## src/rtl/umi_mem_tester.sv

```systemverilog
// -----------------------------------------------------------------------------
// umi_mem_tester
//
// Host-side UMI initiator that exercises a UMI memory responder. A test first
// writes a pattern to every word of [base_addr, base_addr + count*DW/8) using
// acked writes. It then reads the same range back, checking each response for
// opcode, destination address and (for reads) data.
//
// Ports:
//   clk, reset            clock, asynchronous active-high reset
//   start                 one-cycle pulse that starts a test; ignored while busy
//   base_addr             first word address (DW/8 aligned)
//   count                 number of words; 0 gives an immediate done pulse
//   host_addr             srcaddr on requests, expected dstaddr on responses
//   busy, done            test in progress / one-cycle end-of-test pulse
//   err_count             saturating count of bad responses in the last test
//   uhost_req_*           UMI request port (valid/ready)
//   uhost_resp_*          UMI response port (valid/ready)
// -----------------------------------------------------------------------------
module umi_mem_tester #(
  parameter int          DW   = 128,
  parameter int          AW   = 64,
  parameter int          CW   = 32,
  parameter logic [31:0] SEED = 32'hA5A5_0000,
  parameter int          CNTW = 16
) (
  input  logic            clk,
  input  logic            reset,
  input  logic            start,
  input  logic [AW-1:0]   base_addr,
  input  logic [CNTW-1:0] count,
  input  logic [AW-1:0]   host_addr,
  output logic            busy,
  output logic            done,
  output logic [CNTW-1:0] err_count,
  output logic            uhost_req_valid,
  output logic [CW-1:0]   uhost_req_cmd,
  output logic [AW-1:0]   uhost_req_dstaddr,
  output logic [AW-1:0]   uhost_req_srcaddr,
  output logic [DW-1:0]   uhost_req_data,
  input  logic            uhost_req_ready,
  input  logic            uhost_resp_valid,
  input  logic [CW-1:0]   uhost_resp_cmd,
  input  logic [AW-1:0]   uhost_resp_dstaddr,
  input  logic [AW-1:0]   uhost_resp_srcaddr,
  input  logic [DW-1:0]   uhost_resp_data,
  output logic            uhost_resp_ready
);

  localparam logic [4:0]    OP_REQ_READ   = 5'h01;
  localparam logic [4:0]    OP_REQ_WRITE  = 5'h03;
  localparam logic [4:0]    OP_RESP_READ  = 5'h02;
  localparam logic [4:0]    OP_RESP_WRITE = 5'h04;
  localparam logic [2:0]    SIZE          = 3'($clog2(DW/8));
  localparam logic [CW-1:0] CMD_WR        = CW'({SIZE, OP_REQ_WRITE});
  localparam logic [CW-1:0] CMD_RD        = CW'({SIZE, OP_REQ_READ});
  localparam logic [AW-1:0] STEP          = AW'(DW/8);

  typedef enum logic [2:0] {
    IDLE,
    WR_REQ,
    WR_RSP,
    RD_REQ,
    RD_RSP,
    FIN
  } state_t;

  state_t          state_reg, state_next;
  logic [CNTW-1:0] index_reg, index_next;
  logic [CNTW-1:0] count_reg, count_next;
  logic [CNTW-1:0] err_reg, err_next;
  logic [AW-1:0]   addr_reg, addr_next;
  logic [AW-1:0]   base_reg, base_next;
  logic [AW-1:0]   host_reg, host_next;
  logic            zdone_reg, zdone_next;

  logic [31:0]     word_pat;
  logic [DW-1:0]   pattern;
  logic [CNTW-1:0] err_inc;
  logic            last_word;
  logic            unused_resp;

  // Source address of responses and the non-opcode command bits are not checked.
  assign unused_resp = ^{uhost_resp_srcaddr, uhost_resp_cmd[CW-1:5]};

  // Pattern of word i: SEED ^ i replicated across the data bus.
  assign word_pat = SEED ^ 32'(index_reg);
  generate
    for (genvar gi = 0; gi < DW/32; gi++) begin : g_pat
      assign pattern[gi*32 +: 32] = word_pat;
    end
  endgenerate

  assign err_inc   = (err_reg == {CNTW{1'b1}}) ? err_reg : err_reg + CNTW'(1);
  assign last_word = (index_reg == count_reg - CNTW'(1));
  assign err_count = err_reg;

  always_ff @(posedge clk or posedge reset) begin
    if (reset) begin
      state_reg <= IDLE;
      index_reg <= '0;
      count_reg <= '0;
      err_reg   <= '0;
      addr_reg  <= '0;
      base_reg  <= '0;
      host_reg  <= '0;
      zdone_reg <= 1'b0;
    end else begin
      state_reg <= state_next;
      index_reg <= index_next;
      count_reg <= count_next;
      err_reg   <= err_next;
      addr_reg  <= addr_next;
      base_reg  <= base_next;
      host_reg  <= host_next;
      zdone_reg <= zdone_next;
    end
  end

  always_comb begin
    state_next        = state_reg;
    index_next        = index_reg;
    count_next        = count_reg;
    err_next          = err_reg;
    addr_next         = addr_reg;
    base_next         = base_reg;
    host_next         = host_reg;
    zdone_next        = 1'b0;
    busy              = 1'b0;
    done              = zdone_reg;
    uhost_req_valid   = 1'b0;
    uhost_req_cmd     = '0;
    uhost_req_dstaddr = '0;
    uhost_req_srcaddr = '0;
    uhost_req_data    = '0;
    uhost_resp_ready  = 1'b0;

    case (state_reg)
      IDLE: begin
        if (start) begin
          err_next = '0;
          if (count != '0) begin
            base_next  = base_addr;
            addr_next  = base_addr;
            count_next = count;
            host_next  = host_addr;
            index_next = '0;
            state_next = WR_REQ;
          end else begin
            // Empty test: report completion on the following cycle.
            zdone_next = 1'b1;
          end
        end
      end

      WR_REQ: begin
        busy              = 1'b1;
        uhost_req_valid   = 1'b1;
        uhost_req_cmd     = CMD_WR;
        uhost_req_dstaddr = addr_reg;
        uhost_req_srcaddr = host_reg;
        uhost_req_data    = pattern;
        if (uhost_req_ready) state_next = WR_RSP;
      end

      WR_RSP: begin
        busy             = 1'b1;
        uhost_resp_ready = 1'b1;
        if (uhost_resp_valid) begin
          if ((uhost_resp_cmd[4:0] != OP_RESP_WRITE) ||
              (uhost_resp_dstaddr != host_reg)) begin
            err_next = err_inc;
          end
          if (last_word) begin
            index_next = '0;
            addr_next  = base_reg;
            state_next = RD_REQ;
          end else begin
            index_next = index_reg + CNTW'(1);
            addr_next  = addr_reg + STEP;
            state_next = WR_REQ;
          end
        end
      end

      RD_REQ: begin
        busy              = 1'b1;
        uhost_req_valid   = 1'b1;
        uhost_req_cmd     = CMD_RD;
        uhost_req_dstaddr = addr_reg;
        uhost_req_srcaddr = host_reg;
        if (uhost_req_ready) state_next = RD_RSP;
      end

      RD_RSP: begin
        busy             = 1'b1;
        uhost_resp_ready = 1'b1;
        if (uhost_resp_valid) begin
          // Any combination of faults in one response counts once.
          if ((uhost_resp_cmd[4:0] != OP_RESP_READ) ||
              (uhost_resp_dstaddr != host_reg) ||
              (uhost_resp_data != pattern)) begin
            err_next = err_inc;
          end
          if (last_word) begin
            state_next = FIN;
          end else begin
            index_next = index_reg + CNTW'(1);
            addr_next  = addr_reg + STEP;
            state_next = RD_REQ;
          end
        end
      end

      FIN: begin
        done       = 1'b1;
        state_next = IDLE;
      end

      default: state_next = IDLE;
    endcase
  end

endmodule

```

## config.mk

```make
export PLATFORM = sky130hd
export DESIGN_NAME = umi_mem_tester
export DESIGN_NICKNAME = d
export VERILOG_FILES = /design/src/rtl/umi_mem_tester.sv
export SDC_FILE = /design/constraint.sdc
export NUM_CORES = 1
export LEC_CHECK = 0
export ABC_CLOCK_PERIOD_IN_PS = 10200
export CORE_AREA = 4 4 292 294
export DETAILED_ROUTE_END_ITERATION = 8
export DIE_AREA = 0 0 296 298
export SLEW_MARGIN = 5
export SYNTH_ARGS = -nofsm -noshare
export SYNTH_HDL_FRONTEND = slang
export SYNTH_SLANG_ARGS = --single-unit
```

## constraint.sdc

```tcl
create_clock -name clk -period 10.2 [get_ports clk]
set_clock_uncertainty 0.2 [all_clocks]
set_input_delay 2.55 -clock clk [delete_from_list [all_inputs] [get_ports clk]]
set_output_delay 2.55 -clock clk [all_outputs]
set_load 0.01 [all_outputs]
```

# Yosys cells after proc, flatten, opt, wreduce, memory -nomap -nowiden
# Index checks and enable logic that the tools add are counted.
# word_totals
ff_bits,244
inputBits,437
out_inout_bits,308
wordCells,86
# op_classes
add_sub_neg,4
n_eq_ne,20
muxes,41
reduce_logical,13
# op_table
op,n
$mux W64,8
$mux W16,12
$pmux W64 S3,1
$mux W128,1
$ne A128 B128 Y1,1
$pmux W16 S3,2
$add A64 B5 Y64 const B,1
$ne A64 B64 Y1,1
$add A16 B1 Y16 const B,2
$mux W3,7
$ne A2 B2 Y1 const B,9
$reduce_and A6 Y1,3
$eq A16 B16 Y1,1
$eq A16 B16 Y1 const B,1
$pmux W8 S2,1
$reduce_bool A16 Y1,1
$sub A16 B1 Y16 const B,1
$pmux W3 S5,1
$mux W1,7
$eq A3 B2 Y1 const B,2
$eq A3 B3 Y1 const B,2
$ne A5 B2 Y1 const B,1
$ne A5 B3 Y1 const B,1
$reduce_or A2 Y1,2
other kinds (7),9

# Depth between registers and ports, before layout
# depth
ltp_word,6
depth_mapped,14
depth_no_buf,10

# Worst setup path before layout
# Ideal clock, no wire load.
# synth_path
kind,in2reg
start,input uhost_resp_data[113]
end,"register err_reg[7], in the netlist err_count[7]"
setup_ns,0.079
arrival_time_ns,4.925
required_time_ns,9.921
slack_ns,4.996
stages,9
n_path_buf,1
cell_sequence,or4b_2 nor4_1 nand4_1 or4_1 nor4_1 o21ai_1 buf_2 nand4_1 mux2i_1
# synth_between
elab_chain_len,4
# synth_rtl
item,line_no,source
from (decl),46,"input logic [DW-1:0] uhost_resp_data,"
$ne A128 B128 Y1,202,(uhost_resp_data != pattern)) begin
$logic_or A1 B1 Y1,201,(uhost_resp_dstaddr != host_reg) ||
$ne A2 B2 Y1 (no source line),n/a,
$reduce_and A6 Y1 (no source line),n/a,
to (signal assigned),112,err_reg <= err_next;
to (decl),71,"logic [CNTW-1:0] err_reg, err_next;"
# No other way between the ends.
# A chain may end at the register's enable or synchronous reset.

# Worst setup path in the final report
# layout_path
start,register state_reg[2]
end,output uhost_req_dstaddr[9]
# layout_between
elab_chain_len,3
elab_cells_between_ends,4
cone_classes,eq/ne: 2; mux: 1; reduce/logical: 1
# layout_rtl
item,line_no,source
from (decl),68,"state_t state_reg, state_next;"
from (signal assigned),109,state_reg <= state_next;
$eq A3 B2 Y1 / $eq A3 B1 Y1 (equally long branches),138,case (state_reg)
$reduce_or A2 Y1 (no source line) (*),n/a,
$mux W64 (*),138,
to (decl),38,"output logic [AW-1:0] uhost_req_dstaddr,"
# Mark *: on every way between the ends. The rest lies on a longest branch, timed or not.

==> qor.csv <==
stage,metric,value,unit
placement,routability cong.,0.874,
sta,Fmax,0.158,GHz
synthesis,post-synth cell types,80,
critical_path,nature of the critical path startpoint,flop,
synthesis,yosys warns,0,
power,VDD IR max,0.148,mV
critical_path,crit-path max FO,85,
routing,uppermost layer routed,met5,
final_layout,share of layout cells above drive strength 1,0.110,
synthesis,Main synth FF type,dfrtp_1,
flow_run,max-cap violations,0,
routing,Detail Route met2 WL,40.4,mm
critical_path,crit path DAT,3.57,ns
sta,Setup TNS Final,0,ns
final_layout,most frequent cells in the layout,"clkdlybuf4s50_1, dfrtp_1, mux2_2",
synthesis,share of flip-flops with an asynchronous set or reset,1.00,
routing,via density per instance,4.48,
die,Initial Util,0.196,
cts,Worst-Skew Late Latency,0.60,ns
die,IO Pins,745,
status,status,"complete, no violations",
synthesis,Mapped Avg Cell Area,9.26,µm²
sta,Hold Fails Final Rpt,0,
final_layout,nets@finish,2648,
synthesis,leading area contributor after synthesis,dfrtp_1,
placement,placed cells,3254,
synthesis,#FFs+latches synth,244,
cts,Post-CTS Hold Fix Bufs,0,
die,die area,88200,µm²
die,floorplan row count,106,
final_layout,fin cells,3328,
critical_path,WP data required,7.45,ns
synthesis,sequential element share of the synthesized area,0.376,
final_layout,"leading cell type in the layout, fill and taps excluded",clkdlybuf4s50_1,
sta,RSZ-0062 raised after global routing,no,
die,Die H,298,µm
routing,Post-DRT Antenna Nets,0,
final_layout,fillers,8821,
min_path,worst min-delay path category,flop to flop,
sta,final hold slack,0.301,ns
sta,minimum clock period,6.32,ns
cts,CTS Sinks,244,
critical_path,crit path capture type,output pin,
cts,H-tree depth,1,
synthesis,synthesized cell area,16200,µm²
global_route,first-pass GRT wire length,109,mm
cts,CTS clock-pin slew for the worst setup and hold paths,0.06,ns
cts,Setup Buffers After CTS,0,
power,Lkg Pwr,9.01,nW
global_route,grt total ovfl,0,
sta,final setup vio count,0,
die,Die W,296,µm
sta,Final Max Slew Viols,0,
synthesis,area share of the largest cell type after synthesis,0.376,
routing,routed length on met1,28.3,mm
sta,slew margin rel.,0.221,
global_route,vias in the first global route,15058,
critical_path,critical path class,flop to output pin,
sta,Final period util,0.620,
placement,hpwl dp,60.6,mm
synthesis,number of synthesized flops with an enable pin,0,
synthesis,"top cells by area, synth","dfrtp_1, mux2_2, buf_4",
global_route,largest net degree at the start of global routing,108,
final_layout,Area Overhead vs Synth,44.6,%
routing,WL per Instance,23.5,µm
die,core area,82900,µm²
routing,# DRC,0,
placement,Port Buffers,592,
routing,vias post-DR,14922,
routing,Iter 0 DRT Violations,892,
cts,clock buffer count from CTS,31,
sta,Worst-Margin Slew,1.16,ns
cts,cts repair resizes,0,
cts,Root Driver,clkbuf_16,
routing,met3 WL,7.52,mm
routing,first drt pass iteration count,6,
global_route,gr usage total,0.169,
cts,Longest Clk Path Bufs,3,
routing,Routed WL,78.1,mm
power,PwrDens,254,nW/µm²
synthesis,synthesized instance count,1752,
global_route,initial antenna violation count,35,
cts,CTS tree,built,
cell usage after synthesis, drive strengths merged (3+ instances only):
library cell and number:
and4 9, mux2 144, a221oi 12, clkbuf 75, a211oi 37, xor2 82, xnor2 67, nor2b 9
a22o 9, nand2 110, nand2b 20, o2bb2ai 4, mux2i 12, nor4bb 6, and3 30, o211ai 3
nor2 83, nand4 45, or4b 3, nor3 34, nor4b 5, o31ai 8, o22ai 16, and2 129
ha 4, nand4b 3, inv 35, a21oi 35, a2bb2oi 4, or3 10, or4 9, buf 177
o2111ai 5, nand3 47, nor4 37, dfrtp 244, or2 5, a22oi 6, nor3b 5, o21ai 139
cells by family after synthesis:
logic type | synth area share
buf+inv | 0.106
other cells | 0.000231
fa+ha+maj | 0.00308
simple gates | 0.207
compound gates | 0.119
mux | 0.107
xor+xnor | 0.0804
flops | 0.376
through the flow:
| step | instance area (µm²) | utilization | total power, mW | setup WS [ns] |
|---|---|---|---|---|
| global placement | 22400 | 0.270 | 4.84 | 3.41 |
| CTS | 23400 | 0.282 | 6.06 | 3.64 |
| finish | 23500 | 0.283 | 5.96 | 3.88 |
| detailed placement | 22400 | 0.270 | 4.87 | 3.39 |
| floorplan | 16400 | - | 3.54 | 0.748 |
| global route | 23400 | 0.283 | 6.38 | 3.56 |
critical path: stages (launching register included):
cell and delay [ns]:
dfrtp_1 0.49, nand2b_2 0.26, inv_4 0.40, buf_4 0.73, and2_1 0.23, clkdlybuf4s50_1 0.77
where the power goes:
| group | total [mW] | switching [mW] | internal [mW] |
|---|---|---|---|
| sequential | 1.90 | 0.490 | 1.41 |
| clock | 1.15 | 0.472 | 0.679 |
| combinational | 2.91 | 1.46 | 1.45 |
metal layers:
metal	vias to the layer above	global-route usage
met5	-	0
met4	12	0.0516
met3	99	0.0604
met2	675	0.311
met1	7195	0.180
li1	6941	-
path summary, 6_finish.rpt:
check	startpoint	to	slack, ns	depth (start not counted)
max	state_reg[2]$_DFFE_PP0P_	uhost_req_dstaddr[9]	3.88	5
min	base_reg[61]$_DFFE_PP0P_	base_reg[61]$_DFFE_PP0P_	0.30	1
max reg2reg	count_reg[0]$_DFFE_PP0P_	addr_reg[8]$_DFFE_PP0P_	5.56	12
min reg2reg	base_reg[61]$_DFFE_PP0P_	base_reg[61]$_DFFE_PP0P_	0.30	1
max in group asynchronous	reset	count_reg[14]$_DFFE_PP0P_	6.19	3
min in group asynchronous	reset	host_reg[53]$_DFFE_PP0P_	2.30	2
final cells by class:
cell class                      count  area [µm²]  area share
Clock buffer                       43         881      0.0376
Sequential cell                   244        6110       0.260
Tap cell                         1080        1350      0.0576
Inverter                           35         141     0.00603
Clock inverter                     12         165     0.00704
Antenna cell                       19        47.5     0.00203
Timing Repair Buffer              614        6100       0.260
Multi-Input combinational cell   1281        8660       0.369
Power figures use the tool's default switching activity.
